## config.mk

```make
export PLATFORM = sky130hd
export DESIGN_NAME = karatsuba_mac_pipe_flat
export DESIGN_NICKNAME = d
export VERILOG_FILES = /design/src/rtl/karatsuba_mac_pipe_pkg.sv /design/src/rtl/karatsuba_mac_pipe_if.sv /design/src/rtl/karatsuba_mac_pipe_mul.sv /design/src/rtl/karatsuba_mac_pipe.sv /design/src/flat_wrapper.sv
export SDC_FILE = /design/constraint.sdc
export NUM_CORES = 2
export LEC_CHECK = 0
export CORE_MARGIN = 2
export CORE_UTILIZATION = 45
export DETAILED_ROUTE_END_ITERATION = 10
export GPL_ROUTABILITY_DRIVEN = 0
export GPL_TIMING_DRIVEN = 0
export PLACE_DENSITY = 0.64
export SYNTH_ARGS = -nofsm -noshare
export SYNTH_HDL_FRONTEND = slang
export SYNTH_HIERARCHICAL = 1
export SYNTH_SLANG_ARGS = --single-unit
```

## constraint.sdc

```tcl
create_clock -name clk -period 33.2 [get_ports clk]
set_input_delay 9.96 -clock clk [delete_from_list [all_inputs] [get_ports clk]]
set_output_delay 9.96 -clock clk [all_outputs]
set_load 0.1 [all_outputs]
```

## src/rtl/karatsuba_mac_pipe_pkg.sv

```systemverilog
// Shared width helpers and stage control payload for the Karatsuba MAC pipeline.
package karatsuba_pkg;

  function automatic int half_w(input int w);
    return w / 2;
  endfunction

  function automatic int sum_w(input int w);
    return w / 2 + 1;
  endfunction

  function automatic int pp_w(input int w);
    return w;
  endfunction

  function automatic int p3_w(input int w);
    return w + 2;
  endfunction

  function automatic int prod_w(input int w);
    return 2 * w;
  endfunction

  typedef struct packed {
    logic clr;
  } stage_ctl_t;

endpackage

```

## src/rtl/karatsuba_mac_pipe_if.sv

```systemverilog
// Operand/result stream bundle for karatsuba_mac_pipe.
interface karatsuba_mac_pipe_if #(
  parameter int WIDTH     = 32,
  parameter int ACC_WIDTH = 2*WIDTH+8
);
  logic                 in_valid;
  logic                 in_ready;
  logic                 in_clr;
  logic [WIDTH-1:0]     a;
  logic [WIDTH-1:0]     b;
  logic                 out_valid;
  logic                 out_ready;
  logic [ACC_WIDTH-1:0] result;
  logic                 overflow;

  modport master (
    output in_valid, in_clr, a, b, out_ready,
    input  in_ready, out_valid, result, overflow
  );

  modport slave (
    input  in_valid, in_clr, a, b, out_ready,
    output in_ready, out_valid, result, overflow
  );
endinterface

```

## src/rtl/karatsuba_mac_pipe_mul.sv

```systemverilog
// Three-stage Karatsuba multiplier (split/sum, partial products, recombine) with a shared advance enable.
module karatsuba_mul_pipe
  import karatsuba_pkg::*;
#(
  parameter int WIDTH = 32
) (
  input  logic                      clk,
  input  logic                      rst,
  input  logic                      adv,
  input  logic                      in_vld,
  input  logic                      in_clr,
  input  logic [WIDTH-1:0]          a,
  input  logic [WIDTH-1:0]          b,
  output logic                      out_vld,
  output logic                      out_clr,
  output logic [prod_w(WIDTH)-1:0]  prod
);
  localparam int H      = half_w(WIDTH);
  localparam int SW     = sum_w(WIDTH);
  localparam int PPW    = pp_w(WIDTH);
  localparam int P3W    = p3_w(WIDTH);
  localparam int PW     = prod_w(WIDTH);
  localparam int STAGES = 3;

  typedef struct packed {
    stage_ctl_t      ctl;
    logic [H-1:0]    a1, a0, b1, b0;
    logic [SW-1:0]   sa, sb;
  } s1_t;

  typedef struct packed {
    stage_ctl_t      ctl;
    logic [PPW-1:0]  p1, p0;
    logic [P3W-1:0]  p3;
  } s2_t;

  logic [STAGES:1] vld_pipe;
  s1_t             s1, s1_d;
  s2_t             s2, s2_d;
  logic [P3W-1:0]  mid;
  logic [PW-1:0]   prod_d;

  always_comb begin
    s1_d         = '0;
    s1_d.ctl.clr = in_clr;
    s1_d.a1      = a[WIDTH-1:H];
    s1_d.a0      = a[H-1:0];
    s1_d.b1      = b[WIDTH-1:H];
    s1_d.b0      = b[H-1:0];
    s1_d.sa      = SW'(a[WIDTH-1:H]) + SW'(a[H-1:0]);
    s1_d.sb      = SW'(b[WIDTH-1:H]) + SW'(b[H-1:0]);
  end

  always_comb begin
    s2_d     = '0;
    s2_d.ctl = s1.ctl;
    s2_d.p1  = PPW'(s1.a1) * PPW'(s1.b1);
    s2_d.p0  = PPW'(s1.a0) * PPW'(s1.b0);
    s2_d.p3  = P3W'(s1.sa) * P3W'(s1.sb);
  end

  // Cross term a1*b0 + a0*b1 is never negative and needs at most WIDTH+1 bits.
  always_comb begin
    mid    = s2.p3 - P3W'(s2.p1) - P3W'(s2.p0);
    prod_d = {s2.p1, {WIDTH{1'b0}}} + (PW'(mid) << H) + PW'(s2.p0);
  end

  always_ff @(posedge clk) begin
    if (rst)      vld_pipe <= '0;
    else if (adv) vld_pipe <= {vld_pipe[STAGES-1:1], in_vld};
  end

  always_ff @(posedge clk) begin
    if (adv) begin
      s1      <= s1_d;
      s2      <= s2_d;
      prod    <= prod_d;
      out_clr <= s2.ctl.clr;
    end
  end

  assign out_vld = vld_pipe[STAGES];
endmodule

```

## src/rtl/karatsuba_mac_pipe.sv

```systemverilog
// Streaming Karatsuba multiply-accumulate: handshake, accumulator and sticky overflow.
// Define KARATSUBA_MAC_SATURATE_EN to clamp the accumulator at all ones instead of wrapping.
module karatsuba_mac_pipe
  import karatsuba_pkg::*;
#(
  parameter int WIDTH     = 32,
  parameter int ACC_WIDTH = 2*WIDTH+8
) (
  input logic                 clk,
  input logic                 rst,
  karatsuba_mac_pipe_if.slave bus
);
  localparam int PW = prod_w(WIDTH);

  logic                 adv;
  logic                 m_vld;
  logic                 m_clr;
  logic [PW-1:0]        prod;
  logic [ACC_WIDTH-1:0] acc;
  logic [ACC_WIDTH:0]   sum;
  logic                 ovf;
  logic                 out_vld;

  // The whole pipe freezes only while a result waits on the consumer.
  assign adv          = !(out_vld && !bus.out_ready);
  assign bus.in_ready = adv;

  karatsuba_mul_pipe #(.WIDTH(WIDTH)) u_mul (
    .clk     (clk),
    .rst     (rst),
    .adv     (adv),
    .in_vld  (bus.in_valid),
    .in_clr  (bus.in_clr),
    .a       (bus.a),
    .b       (bus.b),
    .out_vld (m_vld),
    .out_clr (m_clr),
    .prod    (prod)
  );

  assign sum = {1'b0, acc} + (ACC_WIDTH+1)'(prod);

  always_ff @(posedge clk) begin
    if (rst) begin
      acc     <= '0;
      ovf     <= 1'b0;
      out_vld <= 1'b0;
    end else if (adv) begin
      out_vld <= m_vld;
      if (m_vld) begin
        if (m_clr) begin
          acc <= ACC_WIDTH'(prod);
          ovf <= 1'b0;
        end else begin
          ovf <= ovf | sum[ACC_WIDTH];
`ifdef KARATSUBA_MAC_SATURATE_EN
          acc <= sum[ACC_WIDTH] ? '1 : sum[ACC_WIDTH-1:0];
`else
          acc <= sum[ACC_WIDTH-1:0];
`endif
        end
      end
    end
  end

  assign bus.out_valid = out_vld;
  assign bus.result    = acc;
  assign bus.overflow  = ovf;
endmodule

```

## src/flat_wrapper.sv

```systemverilog
// flat-port wrapper written by rule: the top's interface ports become plain ports
module karatsuba_mac_pipe_flat import karatsuba_pkg::*;
#(
  parameter int WIDTH     = 32,
  parameter int ACC_WIDTH = 2*WIDTH+8
)
  (clk, rst, bus_in_valid, bus_in_clr, bus_a, bus_b, bus_out_ready, bus_in_ready, bus_out_valid, bus_result, bus_overflow);
  karatsuba_mac_pipe_if #(.WIDTH(WIDTH), .ACC_WIDTH(ACC_WIDTH)) bus_i ();
  input logic clk;
  input logic rst;
  input wire logic [$bits(bus_i.in_valid)-1:0] bus_in_valid;
  input wire logic [$bits(bus_i.in_clr)-1:0] bus_in_clr;
  input wire logic [$bits(bus_i.a)-1:0] bus_a;
  input wire logic [$bits(bus_i.b)-1:0] bus_b;
  input wire logic [$bits(bus_i.out_ready)-1:0] bus_out_ready;
  output wire logic [$bits(bus_i.in_ready)-1:0] bus_in_ready;
  output wire logic [$bits(bus_i.out_valid)-1:0] bus_out_valid;
  output wire logic [$bits(bus_i.result)-1:0] bus_result;
  output wire logic [$bits(bus_i.overflow)-1:0] bus_overflow;
  assign bus_i.in_valid = bus_in_valid;
  assign bus_i.in_clr = bus_in_clr;
  assign bus_i.a = bus_a;
  assign bus_i.b = bus_b;
  assign bus_i.out_ready = bus_out_ready;
  assign bus_in_ready = bus_i.in_ready;
  assign bus_out_valid = bus_i.out_valid;
  assign bus_result = bus_i.result;
  assign bus_overflow = bus_i.overflow;
  karatsuba_mac_pipe #(.WIDTH(WIDTH), .ACC_WIDTH(ACC_WIDTH)) u_core (.clk(clk), .rst(rst), .bus(bus_i));
endmodule
```

Word level (Yosys, flattened, before mapping)

Cells that the tools add are included.

Add/subtract/negate cells: 7
Reductions and logical operators: 4
Multipliers: 3
Mux-type cells: 2
Bitwise logic cells: 2

Operators with widths:

| operator            | number |
|---|---|
| $add A72 B64 Y73    | 1 |
| $mux W72            | 1 |
| $sub A34 B32 Y34    | 2 |
| $add A64 B32 Y64    | 1 |
| $add A64 B50 Y64    | 1 |
| $mul A16 B16 Y32    | 2 |
| $add A16 B16 Y17    | 2 |
| $mul A17 B17 Y34    | 1 |
| $logic_not A1 Y1    | 2 |
| $reduce_and A2 Y1   | 1 |
| $logic_and A1 B1 Y1 | 1 |
| $mux W1             | 1 |
| $not A1 Y1          | 1 |
| $or A1 B1 Y1        | 1 |

Word-level logic and storage cells: 35
Input port bits: 69
Bits in registers: 340

Depth between registers and ports, before layout

Depth after elaboration: 4
Depth in mapped cells: 25

By module

The synthesis kept the hierarchy.

Modules (own cells, without submodules):

| module             | area an instance (µm²) | cells an instance | times used |
|---|---|---|---|
| karatsuba_mul_pipe | 40010.9                | 4045              | 1 |
| karatsuba_mac_pipe | 7290.7                 | 1011              | 1 |

Worst setup path after synthesis

No wires, ideal clock.

Path kind: input to output
Start point: input port bus_out_ready
End point: output port bus_in_ready
Data arrival time: 17.094 ns
Slack: 6.146 ns
Stages: 1
Required time: 23.240 ns
Cells stage by stage: nand2b_1

Cells in the longest elaborated chain, start to end: 3

Ends and longest elaborated chain:

| element             | line                     | text |
|---|---|---|
| start, declared     | flat_wrapper.sv:15       | `input wire logic [$bits(bus_i.out_ready)-1:0] bus_out_ready;` |
| $logic_not A1 Y1    | karatsuba_mac_pipe.sv:25 | `assign adv = !(out_vld && !bus.out_ready);` |
| $logic_and A1 B1 Y1 | karatsuba_mac_pipe.sv:25 |  |
| $logic_not A1 Y1    | karatsuba_mac_pipe.sv:25 |  |
| end, declared       | flat_wrapper.sv:16       | `output wire logic [$bits(bus_i.in_ready)-1:0] bus_in_ready;` |

No other way between the ends.

Worst setup path after layout

Ends and elaborated chain as after synthesis.

==> impl_results.md <==
- Via count: approximately 37000
- Synth top area share: 0.274
- Setup violations, final: 0
- Count leader, synth: inv_1
- Core region area: 104000 sq um
- Post-Syn Area: between 40000 and 50000 sq um
- Crit start category: input pin
- Vias in the first global route: 37400
- Adder-Cell Fraction of Synth Area: 0.401
- CTS root buf: clkbuf_16
- Nets@finish: 6448
- CTS Buffer Depth: 3
- Mapped Cells: 5056
- Full die area: 108000 sq um
- Total track usage: 0.260
- CTS tree: yes
- Row cnt: 118
- Vias per std cell: between 5 and 6
- WS Path Type: in2out
- Synth Area in Compound Gates: 0.117
- HPWL Detailed: around 110000 microns
- Sequential fraction of the synthesis area: 0.200
- Period utilization: 0.660
- Worst Skew: 33.7 ps
- CP required: 23240 ps
- Slew headroom: 0.179
- Area leader, netlist: fa_1
- Overflow left after global routing: 0
- Starting density of the core: 0.455
- Layout cells sized above 1: 0.0267
- CP Capture Type: primary output
- FMAX: 45.6 MHz
- DRT Pass-1 Iters: 5
- Max-cap violation count: 0
- Synth cell types: roughly 90
- Yosys reg bits: 340
- CTS H-tree depth: 2
- Post-Synth Simple-Gate Area: 0.156
- Period minus WS final: 21910 ps
- Ys Warns: 6
- Mapped Nets: 6254
- Post-synth top cells: inv_1 (810), fa_1 (648), nand2_1 (596)
- Status: finished, final reports clean
- DP Area: just over 50000 sq um
- DR DRC count: 0
- Fin. max-slew vios: 0
- Antenna violations before repair: 3
- Hold Slack: 422 ps
- Synth top area cells: fa_1 (27%), edfxtp_1 (17%), ha_1 (13%), inv_1 (6.4%), and2_1 (5.1%)
- Die width: 328 microns
- Post-route cell area: roughly 52000 sq um
- Post-synth EDFFs: 263
- Clock Sink Count: 340
- Avg Cell Area, Syn: 9.36 sq um
- Async set-or-reset flop fraction in the synthesized netlist: 0
- CTS resizes: 0
- Final wirelength: around 140000 microns
- Hold crit path type: reg2reg
- Largest net degree at the start of global routing: 72
- First-pass GRT wire length: 215000 microns
- Antenna-violating nets left: 0
- RSZ-0062 raised after global routing: no
- Area Overhead vs Synth: 9.92%
- Crit Path Max Fanout: 21
- Ports: 144
- Clk Latency, worst-skew pair: ~630 ps
- Clk slew on worst S/H paths: 60 ps
- Worst Tran Pin Value: 1220 ps
- Synth Area in XOR/XNOR: 0.0417
- # Post-CTS Setup Buffers: 0
- Post-synthesis mux area share: 0.00407
- Port bufs: ~140
- Total CTS buffers: 45
- Hold buffer count at CTS: 0
- Setup TNS: 0 ps
- Prevailing post-synth register cell: edfxtp_1
- Count of final hold-check violations: 0
- Largest family of logic cells by synthesized area: adder cells
- DRT iter0 DRCs: 2773
- Die height: 328 microns
- Crit path DAT: ~12000 ps
- Finished Core Util: 0.500
- Drt wl/cell: 20.6 microns
## cell type report
cell class / count / area (sq um)
Antenna cell: 2 / 5.00
Buffer: 191 / 751
Clock buffer: 53 / 1170
Clock inverter: 27 / 245
Fill cell: 9725 / 51900
Inverter: 813 / 3050
Multi-Input combinational cell: 3712 / 34100
Sequential cell: 340 / 9440
Tap cell: 1380 / 1730
Timing Repair Buffer: 147 / 1540
## logic make-up (layout without fill, tap and decap cells)
| logic type | after synthesis | after routing |
|---|---|---|
| simple gates | 1497 | 1497 |
| fa+ha+maj | 1129 | 1129 |
| buf+inv | 1004 | 1231 |
| compound gates | 842 | 842 |
| flops | 340 | 340 |
| xor+xnor | 225 | 225 |
| mux | 19 | 19 |
| other cells | 0 | 2 |
## worst max-delay path, stage by stage
cell and delay (ps):
clkdlybuf4s50_1 450, nand2b_4 330, clkdlybuf4s50_1 1200
## sequential cells by signal (all words and copies together) (netlist names)
signal,cells
u_core/u_mul/s1,99
u_core/u_mul/s2,99
u_core/bus.result,72
u_core/u_mul/prod,64
u_core/u_mul/vld_pipe,3
u_core/bus.out_valid,1
u_core/bus.overflow,1
u_core/u_mul/out_clr,1
## metal layers
| metal | track usage | routed length [microns] | up-vias |
|---|---|---|---|
| met2 | 0.410 | 60500 | 1380 |
| li1 | - | - | 16900 |
| met1 | 0.340 | 58100 | 17900 |
| met5 | 0 | 0 | - |
| met4 | 0.150 | 9390 | 0 |
| met3 | 0.0413 | 9390 | 343 |
## metrics by stage
stage | worst slack, ps | std cells
finish | 11290 | 6665
global route | 11240 | 6663
CTS | 11270 | 6663
floorplan | 6150 | 5056
global placement | 1520 | 6579
detailed placement | 11270 | 6583
## cells in the final DEF (no fill, tap or decap), types with 37 or more instances in the layout
cell type | Yosys | final
fa_1 | 648 | 648
clkbuf_1 | 171 | 178
nor2_1 | 190 | 190
a21oi_1 | 240 | 240
a21o_1 | 132 | 132
edfxtp_1 | 263 | 263
a31oi_1 | 37 | 37
nand3_1 | 56 | 56
and2_1 | 387 | 387
o21a_1 | 42 | 42
nand4_1 | 45 | 45
ha_1 | 481 | 481
o21ai_0 | 152 | 152
inv_1 | 810 | 810
clkbuf_16 | 0 | 45
nor3_1 | 48 | 48
nand2_1 | 596 | 596
xnor2_1 | 153 | 153
dfxtp_1 | 77 | 77
clkdlybuf4s50_1 | 0 | 143
xor2_1 | 72 | 72
## path summary, 6_finish.rpt
kind	start	endpoint	slack, ps	cells after the start
setup reg to reg	u_core/u_mul/s1[26]$_DFFE_PP_	u_core/u_mul/s2[33]$_DFFE_PP_	24940	20
hold reg to reg	u_core/u_mul/s2[98]$_DFFE_PP_	u_core/u_mul/out_clr$_DFFE_PP_	420	0
setup / recovery	bus_out_ready	bus_in_ready	11290	3
hold / removal	u_core/u_mul/s2[98]$_DFFE_PP_	u_core/u_mul/out_clr$_DFFE_PP_	420	0
Power is left out: the tool's default activity adds up to more than one toggle a clock period on the data nets, which glitch-free logic cannot reach.
